$ cat src/rtl/hazard_pkg.sv
// Shared op-class and forward-select encodings for the ID-stage hazard unit.
// Latency: n/a (constants and pure helpers only).
// Backpressure: n/a.
package hazard_pkg;

    localparam logic [2:0] OPT_NONE  = 3'd0;
    localparam logic [2:0] OPT_ALU   = 3'd1;
    localparam logic [2:0] OPT_LOAD  = 3'd2;
    localparam logic [2:0] OPT_STORE = 3'd3;
    localparam logic [2:0] OPT_MD    = 3'd4;

    localparam logic [2:0] FWD_RF       = 3'd0;
    localparam logic [2:0] FWD_EXE_ALU  = 3'd1;
    localparam logic [2:0] FWD_MEM_ALU  = 3'd2;
    localparam logic [2:0] FWD_MEM_LOAD = 3'd3;
    localparam logic [2:0] FWD_MD       = 3'd4;

    // Op classes that write a destination register through the main pipe or MD port.
    function automatic logic writes_rd(input logic [2:0] opt);
        return (opt == OPT_ALU) || (opt == OPT_LOAD) || (opt == OPT_MD);
    endfunction

endpackage

$ cat src/rtl/md_scoreboard.sv
// One-entry scoreboard for the multi-cycle MUL/DIV unit: countdown plus destination register.
// Latency: issue loads the counter on the next edge; md_wb fires MD_LAT cycles after issue.
// Backpressure: none here; count_gt1 lets the hazard unit hold new MD consumers/producers.
module md_scoreboard
    import hazard_pkg::*;
#(
    parameter int REG_AW = 5,
    parameter int MD_LAT = 4,
    parameter int CNT_W  = $clog2(MD_LAT + 1)
) (
    input  logic              clk,
    input  logic              rst,
    input  logic              issue,
    input  logic [REG_AW-1:0] rd_in,
    output logic              count_gt1,
    output logic              md_wb,
    output logic              md_busy,
    output logic [REG_AW-1:0] md_rd
);

    logic [CNT_W-1:0] count;

    // A reload on issue wins over the decrement, which gives back-to-back MD issue at count == 1.
    always_ff @(posedge clk) begin
        if (rst) begin
            count <= '0;
            md_rd <= '0;
        end else if (issue) begin
            count <= CNT_W'(MD_LAT);
            md_rd <= rd_in;
        end else if (count != '0) begin
            count <= count - CNT_W'(1);
        end
    end

    assign count_gt1 = (count > CNT_W'(1));
    assign md_wb     = (count == CNT_W'(1));
    assign md_busy   = (count != '0);

endmodule

$ cat src/rtl/hazard_ctrl_mc.sv
// ID-stage hazard unit with forwarding, load-use and MD scoreboard stalls; LS_FWD_EN adds load-to-store forwarding.
// Latency: all controls combinational from ID inputs and registered op-type/MD state.
// Backpressure: a stall freezes PC and IF/ID and injects a bubble into ID/EXE.
module hazard_ctrl_mc
    import hazard_pkg::*;
#(
    parameter int REG_AW = 5,
    parameter int MD_LAT = 4,
    parameter int CNT_W  = $clog2(MD_LAT + 1)
) (
    input  logic              clk,
    input  logic              rst,
    input  logic              Branch_ID,
    input  logic              rs1use_ID,
    input  logic              rs2use_ID,
    input  logic [2:0]        hazard_optype_ID,
    input  logic [REG_AW-1:0] rs1_ID,
    input  logic [REG_AW-1:0] rs2_ID,
    input  logic [REG_AW-1:0] rd_ID,
    input  logic [REG_AW-1:0] rd_EXE,
    input  logic [REG_AW-1:0] rd_MEM,
    input  logic [REG_AW-1:0] rs2_EXE,
    output logic              PC_EN_IF,
    output logic              reg_FD_EN,
    output logic              reg_FD_stall,
    output logic              reg_FD_flush,
    output logic              reg_DE_EN,
    output logic              reg_DE_flush,
    output logic              reg_EM_EN,
    output logic              reg_EM_flush,
    output logic              reg_MW_EN,
    output logic [2:0]        forward_ctrl_A,
    output logic [2:0]        forward_ctrl_B,
    output logic              forward_ctrl_ls,
    output logic              md_busy,
    output logic              md_wb,
    output logic [REG_AW-1:0] md_rd
);

    logic [2:0] optype_EXE;
    logic [2:0] optype_MEM;
    logic       stall;
    logic       md_issue;
    logic       md_count_gt1;
    logic       src1_match;
    logic       src2_match;
    logic       store_exempt;
    logic       load_use;
    logic       md_raw;
    logic       md_waw;
    logic       md_struct;

    function automatic logic [2:0] fwd_sel(
        input logic              src_match,
        input logic [REG_AW-1:0] rs,
        input logic [REG_AW-1:0] rd_e,
        input logic [REG_AW-1:0] rd_m,
        input logic [2:0]        opt_e,
        input logic [2:0]        opt_m,
        input logic              wb,
        input logic [REG_AW-1:0] wb_rd
    );
        logic [2:0] sel;
        sel = FWD_RF;
        if (src_match) begin
            if (rs == rd_e && opt_e == OPT_ALU)
                sel = FWD_EXE_ALU;
            else if (rs == rd_m && opt_m == OPT_ALU)
                sel = FWD_MEM_ALU;
            else if (rs == rd_m && opt_m == OPT_LOAD)
                sel = FWD_MEM_LOAD;
            else if (wb && rs == wb_rd)
                sel = FWD_MD;
        end
        return sel;
    endfunction

    assign src1_match = rs1use_ID && (rs1_ID != '0);
    assign src2_match = rs2use_ID && (rs2_ID != '0);

`ifdef LS_FWD_EN
    assign store_exempt    = (hazard_optype_ID == OPT_STORE);
    assign forward_ctrl_ls = (rs2_EXE != '0) && (rs2_EXE == rd_MEM) &&
                             (optype_EXE == OPT_STORE) && (optype_MEM == OPT_LOAD);
`else
    logic ls_unused;
    assign ls_unused       = ^rs2_EXE;
    assign store_exempt    = 1'b0;
    assign forward_ctrl_ls = 1'b0;
`endif

    // MD results are only visible through the dedicated write port, never from EXE/MEM.
    always_comb begin
        forward_ctrl_A = fwd_sel(src1_match, rs1_ID, rd_EXE, rd_MEM, optype_EXE, optype_MEM, md_wb, md_rd);
        forward_ctrl_B = fwd_sel(src2_match, rs2_ID, rd_EXE, rd_MEM, optype_EXE, optype_MEM, md_wb, md_rd);
    end

    always_comb begin
        load_use  = (optype_EXE == OPT_LOAD) &&
                    ((src1_match && rs1_ID == rd_EXE) ||
                     (src2_match && rs2_ID == rd_EXE && !store_exempt));
        md_raw    = md_count_gt1 &&
                    ((src1_match && rs1_ID == md_rd) || (src2_match && rs2_ID == md_rd));
        md_waw    = md_count_gt1 && writes_rd(hazard_optype_ID) &&
                    (rd_ID != '0) && (rd_ID == md_rd);
        md_struct = md_count_gt1 && (hazard_optype_ID == OPT_MD);
        stall     = load_use || md_raw || md_waw || md_struct;
    end

    assign md_issue = (hazard_optype_ID == OPT_MD) && !stall;

    assign PC_EN_IF     = ~stall;
    assign reg_FD_EN    = ~stall;
    assign reg_FD_stall = stall;
    assign reg_FD_flush = Branch_ID;
    assign reg_DE_EN    = 1'b1;
    assign reg_DE_flush = stall;
    assign reg_EM_EN    = 1'b1;
    assign reg_EM_flush = 1'b0;
    assign reg_MW_EN    = 1'b1;

    always_ff @(posedge clk) begin
        if (rst) begin
            optype_EXE <= OPT_NONE;
            optype_MEM <= OPT_NONE;
        end else begin
            optype_EXE <= stall ? OPT_NONE : hazard_optype_ID;
            optype_MEM <= optype_EXE;
        end
    end

    md_scoreboard #(
        .REG_AW (REG_AW),
        .MD_LAT (MD_LAT),
        .CNT_W  (CNT_W)
    ) u_md_sb (
        .clk       (clk),
        .rst       (rst),
        .issue     (md_issue),
        .rd_in     (rd_ID),
        .count_gt1 (md_count_gt1),
        .md_wb     (md_wb),
        .md_busy   (md_busy),
        .md_rd     (md_rd)
    );

endmodule

$ cat config.mk
export PLATFORM = sky130hd
export DESIGN_NAME = hazard_ctrl_mc
export DESIGN_NICKNAME = d
export VERILOG_FILES = /design/src/rtl/hazard_pkg.sv /design/src/rtl/md_scoreboard.sv /design/src/rtl/hazard_ctrl_mc.sv
export SDC_FILE = /design/constraint.sdc
export NUM_CORES = 1
export LEC_CHECK = 0
export BUFFER_PORTS_ARGS = -buffer_cell sky130_fd_sc_hd__buf_2
export CELL_PAD_IN_SITES_DETAIL_PLACEMENT = 1
export CELL_PAD_IN_SITES_GLOBAL_PLACEMENT = 1
export CORE_ASPECT_RATIO = 0.9
export CORE_MARGIN = 5
export CORE_UTILIZATION = 34
export CTS_CLUSTER_SIZE = 16
export DETAILED_ROUTE_END_ITERATION = 10
export GPL_ROUTABILITY_DRIVEN = 0
export PLACE_DENSITY_LB_ADDON = 0.3
export SYNTH_ARGS = -nofsm -noshare
export SYNTH_HDL_FRONTEND = slang
export SYNTH_SLANG_ARGS = --single-unit
$ cat constraint.sdc
create_clock -name clk -period 2.8 [get_ports clk]
set_clock_uncertainty 0.15 [all_clocks]
set_input_delay 0.42 -clock clk [delete_from_list [all_inputs] [get_ports clk]]
set_output_delay 0.42 -clock clk [all_outputs]
set_load 0.005 [all_outputs]
Word level (Yosys, flattened, before mapping)

Cells that the tools add are included.

Reductions and logical operators: 36
Eq/ne operators: 15
Multipliers: 0
Multiplexer cells: 12
Div/mod/pow operators: 0
Add/subtract/negate cells: 1
Shift-type cells: 0
Bitwise operators: 1
Order comparisons: 1

Operator list:

| operator            | count |
|---|---|
| $mux 3              | 12 |
| $eq 5x5->1          | 7 |
| $logic_and 1x1->1   | 21 |
| $reduce_bool 5->1   | 3 |
| $eq 3x1->1 const B  | 4 |
| $eq 3x2->1 const B  | 3 |
| $logic_or 1x1->1    | 7 |
| $reduce_or 2->1     | 2 |
| $eq 3x3->1 const B  | 1 |
| $gt 3x1->1 const B  | 1 |
| $reduce_bool 3->1   | 1 |
| $sub 3x1->3 const B | 1 |
| $reduce_bool 2->1   | 1 |
| $logic_not 1->1     | 1 |
| $not 1->1           | 1 |

Latch bits: 0
Output and inout port bits: 23
Register bits after elaboration: 14
Logic and storage cells: 71
ROM bits: 0
Memory bits (writable): 0
Input port bits: 38
Memories: 0

Depth between registers and ports, before layout

Gate-level depths: netlist of the first run.

Word-level depth: 11
Depth in mapped cells: 7

By module

Synthesis of the first run repeated with hierarchy kept, for this count alone.

Cell total of the unflattened synthesis: 150
Area total of the unflattened synthesis: 1267.5 um^2

By module, submodules not included:

| module         | times used | cells an instance | area an instance (um^2) |
|---|---|---|---|
| hazard_ctrl_mc | 1          | 113               | 894.6 |
| md_scoreboard  | 1          | 37                | 372.9 |

Worst setup path before layout of the first run

OpenSTA, ideal clock, no wires.

Path type: input port to output port
Start: in rs2_ID[1]
End: out reg_FD_EN
Buffers on the path: 1
Cell stages on the path: 6
Data required time: 2230 ps
Path slack: 392 ps
Arrival time: 1838 ps
Cells stage by stage: or4_1 -> o21a_2 -> nand3_2 -> a21oi_4 -> nor3b_1 -> buf_4

Word-level cells in the longest chain between the ends: 9
Elaborated cells between the ends (all ways): 14
Those cells by class: 2 x eq/ne; 1 x bitwise; 11 x reduce/logical

Ends and longest elaborated chain:

| item                                 | RTL line                                     | source |
|---|---|---|
| start, declared                      | hazard_ctrl_mc.sv:18                         | `input logic [REG_AW-1:0] rs2_ID,` |
| $reduce_bool 5->1                    | hazard_ctrl_mc.sv:79                         | `assign src2_match = rs2use_ID && (rs2_ID != '0);` |
| $logic_and 1x1->1                    | hazard_ctrl_mc.sv:79                         |  |
| $logic_and 1x1->1 (on tied branches) | hazard_ctrl_mc.sv:101, hazard_ctrl_mc.sv:103 |  |
| $logic_or 1x1->1 (on tied branches)  | hazard_ctrl_mc.sv:100, hazard_ctrl_mc.sv:103 |  |
| $logic_and 1x1->1 (on tied branches) | hazard_ctrl_mc.sv:99, hazard_ctrl_mc.sv:102  |  |
| $logic_or 1x1->1 (*) (3 in a row)    | hazard_ctrl_mc.sv:107                        | `stall = load_use \|\| md_raw \|\| md_waw \|\| md_struct;` |
| $not 1->1 (*)                        | --                                           |  |
| end, declared                        | hazard_ctrl_mc.sv:24                         | `output logic reg_FD_EN,` |

Mark *: on every way between the ends. The rest lies on a longest branch, timed or not.

Final worst setup path of the first run

Start: reg u_md_sb.md_rd[1]
End: out reg_DE_flush

Word-level cells in the longest chain between the ends: 7
Elaborated cells between the ends (all ways): 11
Those cells by class: 3 x eq/ne; 8 x reduce/logical

Ends and longest elaborated chain:

| item                              | RTL line              | source |
|---|---|---|
| start, declared                   | md_scoreboard.sv:18   | `output logic [REG_AW-1:0] md_rd` |
| start signal, assigned            | md_scoreboard.sv:30   | `md_rd <= rd_in;` |
| $eq 5x5->1                        | hazard_ctrl_mc.sv:103 | `((src1_match && rs1_ID == md_rd) \|\| (src2_match && rs2_ID == md_rd));` |
| $logic_and 1x1->1                 | hazard_ctrl_mc.sv:103 |  |
| $logic_or 1x1->1                  | hazard_ctrl_mc.sv:103 |  |
| $logic_and 1x1->1                 | hazard_ctrl_mc.sv:102 | `md_raw = md_count_gt1 &&` |
| $logic_or 1x1->1                  | hazard_ctrl_mc.sv:107 |  |
| $logic_or 1x1->1 (*) (2 in a row) | hazard_ctrl_mc.sv:107 |  |
| end, declared                     | hazard_ctrl_mc.sv:28  | `output logic reg_DE_flush,` |

Marked as above.

==> summary.txt, run 1 <==
STA
  – Final hold slack: around 310 ps
  – Final number of setup-violating endpoints: 0
  – Measured slew at the worst slew-check pin: 616 ps
  – Final setup TNS: 0 ps
  – Final hold vios: 0
  – Maximum clock rate: 0.376 GHz
  – Final Slew Violations: 0
  – Final worst slack: 141 ps
  – Period minus WS final: 2660 ps
  – Slew HR: 59.0%
  – RSZ-0062 raised after global routing: false
  – Final period utilization: 95.0%

GRT
  – Vias in the first global route: 1,446
  – Congestion Overflow GR: 0
  – First-pass GRT wire length: 6960 um
  – Overall routing resource usage: between 10% and 20%
  – Antenna violations before repair: 0
  – Pin count of the biggest net entering global routing: 26

Clock network
  – Worst-path clk slew: 60 ps
  – Clk sinks: 14
  – Clock tree buffer depth: 2
  – Clock root cell: clkbuf_8
  – CTS Buf Count: 3
  – Clk_lat worst skew: 240 ps
  – CTS resizes: 0
  – Htree depth: 1
  – Postcts setup bufs: 0
  – CTS Hold Bufs: 0
  – CTS tree: done

Hold path
  – Min-delay worst type: input port to flip-flop

Route
  – Routed Wire Length: 4480 um
  – Drt pass-1 iters: 4
  – Via Count: approximately 1,500
  – DR WL/cell: approximately 15 um
  – Starting DRT DRC Count: 38
  – Post-route ant nets: 0
  – Via/cell ratio: 5.10
  – DRC: 0

Pwr
  – Static Leak: between 0.7 and 0.8 nW
  – VDD IR-drop max: 0.210 mV
  – PwrDens: 444 nW/um^2
  – Tot Pwr: approximately 0.8 mW

Synth
  – Synthesized flop and latch total: 14
  – Synth async-reset ratio: 0%
  – Dominant synthesized flop cell: dfxtp_1
  – Mapped cell area: 1510 sq um
  – Sequential area share after synthesis: between 10% and 20%
  – Syn Inst Count: about 190
  – Post-synth EDFFs: 0
  – Post-synthesis average cell area: 8.10 sq um
  – Synth cell types: 42
  – Ys Warns: 0

Critical path
  – Kind of critical path: flip-flop to output port
  – Worst EP required: 2230 ps
  – Critical Path AT: 2090 ps
  – Startpoint types: flip-flop
  – CP Max Fanout: 6
  – Crit. End Element: output port

Die
  – Die Ht: 73.2 um
  – Die W: 80.2 um
  – Site Rows: 23
  – Initial core utilization: between 30 and 40%
  – Core Footprint: ~4400 sq um
  – Die area: 5860 sq um
  – I/O pins: 61

Final layout
  – ANT cells: 0
  – Layout Nets: between 200 and 300
  – Share of cells above drive strength 1: 28.7%
  – Synth-to-Final Area Change: 20.8%
  – End-of-flow core utilization: between 40% and 50%

Place
  – Port Buffer Count: 48
  – Post-DP HPWL: 3750 um
  – Pre-CTS setup slack: 158 ps

Flow run
  – Max-Cap Viols: 0

Status
  – Status: finished clean
[cell usage in the layout (no fill, tap or decap), types with 2 or more instances in the layout]
master / netlist / layout
o21ai_0: 5 / 5
nor2b_1: 10 / 10
inv_1: 5 / 5
buf_4: 8 / 3
nand2_1: 8 / 8
conb_1: 2 / 5
nand4_1: 7 / 7
buf_2: 0 / 48
a21oi_1: 2 / 2
nor2_1: 14 / 14
xor2_1: 24 / 24
a211oi_1: 2 / 2
xnor2_1: 13 / 13
nor4_1: 2 / 2
nand4_4: 2 / 2
clkbuf_8: 0 / 3
ha_1: 4 / 4
dfxtp_1: 14 / 14
nand3b_1: 3 / 3
a31oi_1: 5 / 5
or4_4: 2 / 2
nand3_1: 9 / 9
nor3_1: 7 / 7
nor3b_1: 14 / 14
[where the power goes]
group          leakage, nW  switching (mW)  total (mW)  internal [mW]
Combinational        0.643           0.212       0.377          0.165
Sequential           0.115          0.0371       0.267          0.230
Clock               0.0216          0.0692       0.164         0.0951
[cell type report]
class / instances / area [sq um]
Fill cell: 569 / 2550
Timing Repair Buffer: 51 / 263
Tap cell: 62 / 77.6
Sequential cell: 14 / 280
Multi-Input combinational cell: 157 / 1140
Inverter: 5 / 18.8
Clock buffer: 3 / 41.3
[path summary, 6_finish.rpt]
check | start | end | slack [ps] | depth (start not counted)
min | hazard_optype_ID[1] | optype_EXE[1]$_SDFF_PP0_ | 310 | 3
min reg2reg | optype_EXE[1]$_SDFF_PP0_ | optype_MEM[1]$_SDFF_PP0_ | 330 | 1
max | u_md_sb.md_rd[1]$_SDFFE_PP0P_ | reg_DE_flush | 140 | 6
max reg2reg | u_md_sb.md_rd[1]$_SDFFE_PP0P_ | optype_EXE[2]$_SDFF_PP0_ | 870 | 5
[synthesized netlist by cell type, types with 2 or more instances]
cell	instances	area share [%]
a211oi_1	2	1.0
a21oi_1	2	0.66
a31oi_1	5	2.1
buf_4	8	4.0
clkbuf_1	5	1.2
conb_1	2	0.50
dfxtp_1	14	19
ha_1	4	3.3
inv_1	5	1.2
nand2_1	8	2.0
nand3_1	9	3.0
nand3b_1	3	1.5
nand4_1	7	2.9
nand4_4	2	2.8
nor2_1	14	3.5
nor2b_1	10	4.2
nor3_1	7	2.3
nor3b_1	14	7.0
nor4_1	2	0.83
o21ai_0	5	1.7
or4_4	2	1.5
xnor2_1	13	7.6
xor2_1	24	14
[flip-flops by register name (all words and copies together), names as in the netlist]
name,flops
u_md_sb.md_rd,5
optype_MEM,3
optype_EXE,3
u_md_sb.count,3
[routing by layer]
layer,track usage (%),vias to the layer above,wire length (um)
met5,0,-,0
met4,3.00,0,46
met3,3.33,4,190
met2,24.8,33,2110
met1,21.0,719,2130
li1,-,733,-
[kinds of logic (layout without fill, tap and decap cells)]
family | Yosys count | in the layout | synth area share, %
and+or+nand+nor | 85 | 85 | 36.0
xor gates and xnor gates | 37 | 37 | 21.5
buffers and inverters | 18 | 59 | 6.48
AOI/OAI and AO/OA | 25 | 25 | 12.9
other | 2 | 5 | 0.499
adders and majority gates | 4 | 4 | 3.32
muxes | 1 | 1 | 0.664
DFF | 14 | 14 | 18.6
[worst max-delay path, stage by stage (launching register included)]
cell,delay [ps]
dfxtp_1,480
xnor2_1,160
nand3_1,130
or4_4,550
a31oi_4,240
nand3b_1,150
buf_2,130
[metrics by stage]
stage	cell area, sq um	std cells
final	1820	292
after global routing	1820	292
after CTS	1820	292
after detailed placement	1780	289
after global placement	1780	289
after floorplan	1520	189
(Power assumes the default switching activity.)
==> inputs of run 2 (changes only) <==
--- a/config.mk
+++ b/config.mk
@@ -15,6 +15,7 @@
 export DETAILED_ROUTE_END_ITERATION = 10
 export GPL_ROUTABILITY_DRIVEN = 0
 export PLACE_DENSITY_LB_ADDON = 0.3
+export REMOVE_ABC_BUFFERS = 1
 export SYNTH_ARGS = -nofsm -noshare
 export SYNTH_HDL_FRONTEND = slang
 export SYNTH_SLANG_ARGS = --single-unit
==> run 2 against run 1 <==
Against the previous run: final area stayed put; total power is 1.2% higher; register-to-register slack hardly changed; count of clock-buffer cells in the layout stayed put; worst hold slack better by 1.0 ps; sequential cell count stayed put; fmax is 0.26% lower; sequential power hardly changed; combinational power is 2% higher; die area stayed put; critical endpoint is now reg_FD_stall; largest cell class unchanged; largest power group unchanged.
==> summary.txt, run 2 (synthesis gave the netlist of run 1 again) <==
Route
  – Via/cell ratio: 5.04
  – DR WL/cell: 15.3 um
  – DRC: 0
  – Via Count: ~1,500
  – Starting DRT DRC Count: 70
  – Routed Wire Length: ~4500 um
  – Post-route ant nets: 0
  – Drt pass-1 iters: 4

Pwr
  – VDD IR-drop max: slightly below 0.2 mV
  – Static Leak: approximately 0.78 nW
  – PwrDens: roughly 450 nW/um^2
  – Tot Pwr: 0.818 mW

Die
  – Site Rows: 23
  – Die W: 80.2 um
  – I/O pins: ~60
  – Die Ht: about 73 um
  – Core Footprint: 4370 sq um
  – Initial core utilization: between 30% and 40%
  – Die area: 5860 sq um

GRT
  – First-pass GRT wire length: 7270 um
  – Antenna violations before repair: 0
  – Congestion Overflow GR: 0
  – Met1 Use GR: 22.6%
  – Vias in the first global route: 1,461
  – Global Route met2 Usage: around 25%
  – Pin count of the biggest net entering global routing: 26
  – Top Usage Layer GRT: met2
  – Overall routing resource usage: 15.8%
  – GRT met3 Usage: 3.21%

Critical path
  – Reg2reg start: u_md_sb.md_rd[0]$_SDFFE_PP0P_
  – Crit. End Element: output port
  – Worst EP required: 2230 ps
  – CP Max Fanout: 6
  – Critical Path Start: u_md_sb.md_rd[0]$_SDFFE_PP0P_
  – Kind of critical path: flip-flop to output port
  – Startpoint types: flip-flop
  – Critical Path AT: 2100 ps

Clock network
  – CTS Buf Count: 3
  – Worst-path clk slew: 60 ps
  – Clk sinks: 14
  – Htree depth: 1
  – Postcts setup bufs: 0
  – Clock tree buffer depth: 2
  – CTS resizes: 0
  – Clk_lat worst skew: 250 ps
  – Clock root cell: clkbuf_8
  – CTS tree: done
  – CTS Hold Bufs: 0

Final layout
  – ANT cells: 0
  – Commonest non-fill, non-tap cell in the layout: buf_2
  – Layout Nets: 274
  – End-of-flow core utilization: roughly two fifths
  – Most frequent cells in the layout: 48 x buf_2, 24 x xor2_1, 14 x nor3b_1, 14 x nor2_1, 14 x dfxtp_1
  – Register area: roughly 280 sq um
  – Multi-input logic area: 1140 sq um
  – Top reg by flops: u_md_sb.md_rd
  – Finished Cell Area: 1820 sq um
  – Largest register FFs: 5
  – Synth-to-Final Area Change: 20.8%
  – Share of cells above drive strength 1: 28.7%
  – FILL cells: roughly 570

Place
  – Post-DP Area: 1780 sq um
  – Port Buffer Count: between 40 and 50
  – Post-DP HPWL: 3700 um

STA
  – RSZ-0062 raised after global routing: false
  – Final hold vios: 0
  – Maximum clock rate: 0.375 GHz
  – Final period utilization: 95.2%
  – Final Slew Violations: 0
  – Period minus WS final: 2670 ps
  – Final number of setup-violating endpoints: 0
  – Slew HR: 58.7%
  – Measured slew at the worst slew-check pin: between 600 and 700 ps
  – Final setup TNS: 0 ps

Hold path
  – Min-delay src: hazard_optype_ID[0]
  – Min-delay worst type: input port to flip-flop

Flow run
  – Max-Cap Viols: 0

Status
  – Status: finished clean
==> run 2: cell counts in the layout (fill, tap and decap cells not counted) <==
Identical to the previous run, type by type.
==> run 2: power by group <==
part           internal [mW]  leakage (nW)  switching, mW  total [mW]
logic                  0.166         0.643          0.217       0.383
clock network         0.0954        0.0216         0.0755       0.171
registers              0.230         0.115         0.0349       0.265
==> run 2: layer usage <==
metal / vias up / wire [um]
met5: - / 0
met4: 0 / 10
met3: 2 / 186
met2: 33 / 2020
met1: 699 / 2240
li1: 738 / -
==> run 2: layout make-up <==
type | count | area share, %
inverters | 5 | 1.03
flip-flops and latches | 14 | 15.4
repair buffers | 51 | 14.4
multi-input cells | 157 | 62.6
clock buffers | 3 | 2.27
well taps | 62 | 4.26
==> run 2: worst paths after layout <==
check | endpoint | slack, ps | cells past startpoint
min reg2reg | optype_MEM[2]$_SDFF_PP0_ | 330 | 1
max | reg_FD_stall | 130 | 6
min | optype_EXE[0]$_SDFF_PP0_ | 320 | 3
max reg2reg | optype_EXE[2]$_SDFF_PP0_ | 880 | 5
==> run 2: through the flow <==
step | instances | hold slack, ps | worst slack [ps]
after floorplan | 176 | 302 | 500
after global placement | 289 | 321 | 211
after detailed placement | 289 | 330 | 195
after CTS | 292 | 308 | 123
after global routing | 292 | 323 | 53.3
final | 292 | 316 | 134
==> run 2: critical path, stage by stage, from the launching register on <==
cell      delay, ps
dfxtp_1         470
xnor2_1         150
nand3_1         140
or4_4           550
a31oi_4         240
nand3b_1        160
buf_2           130
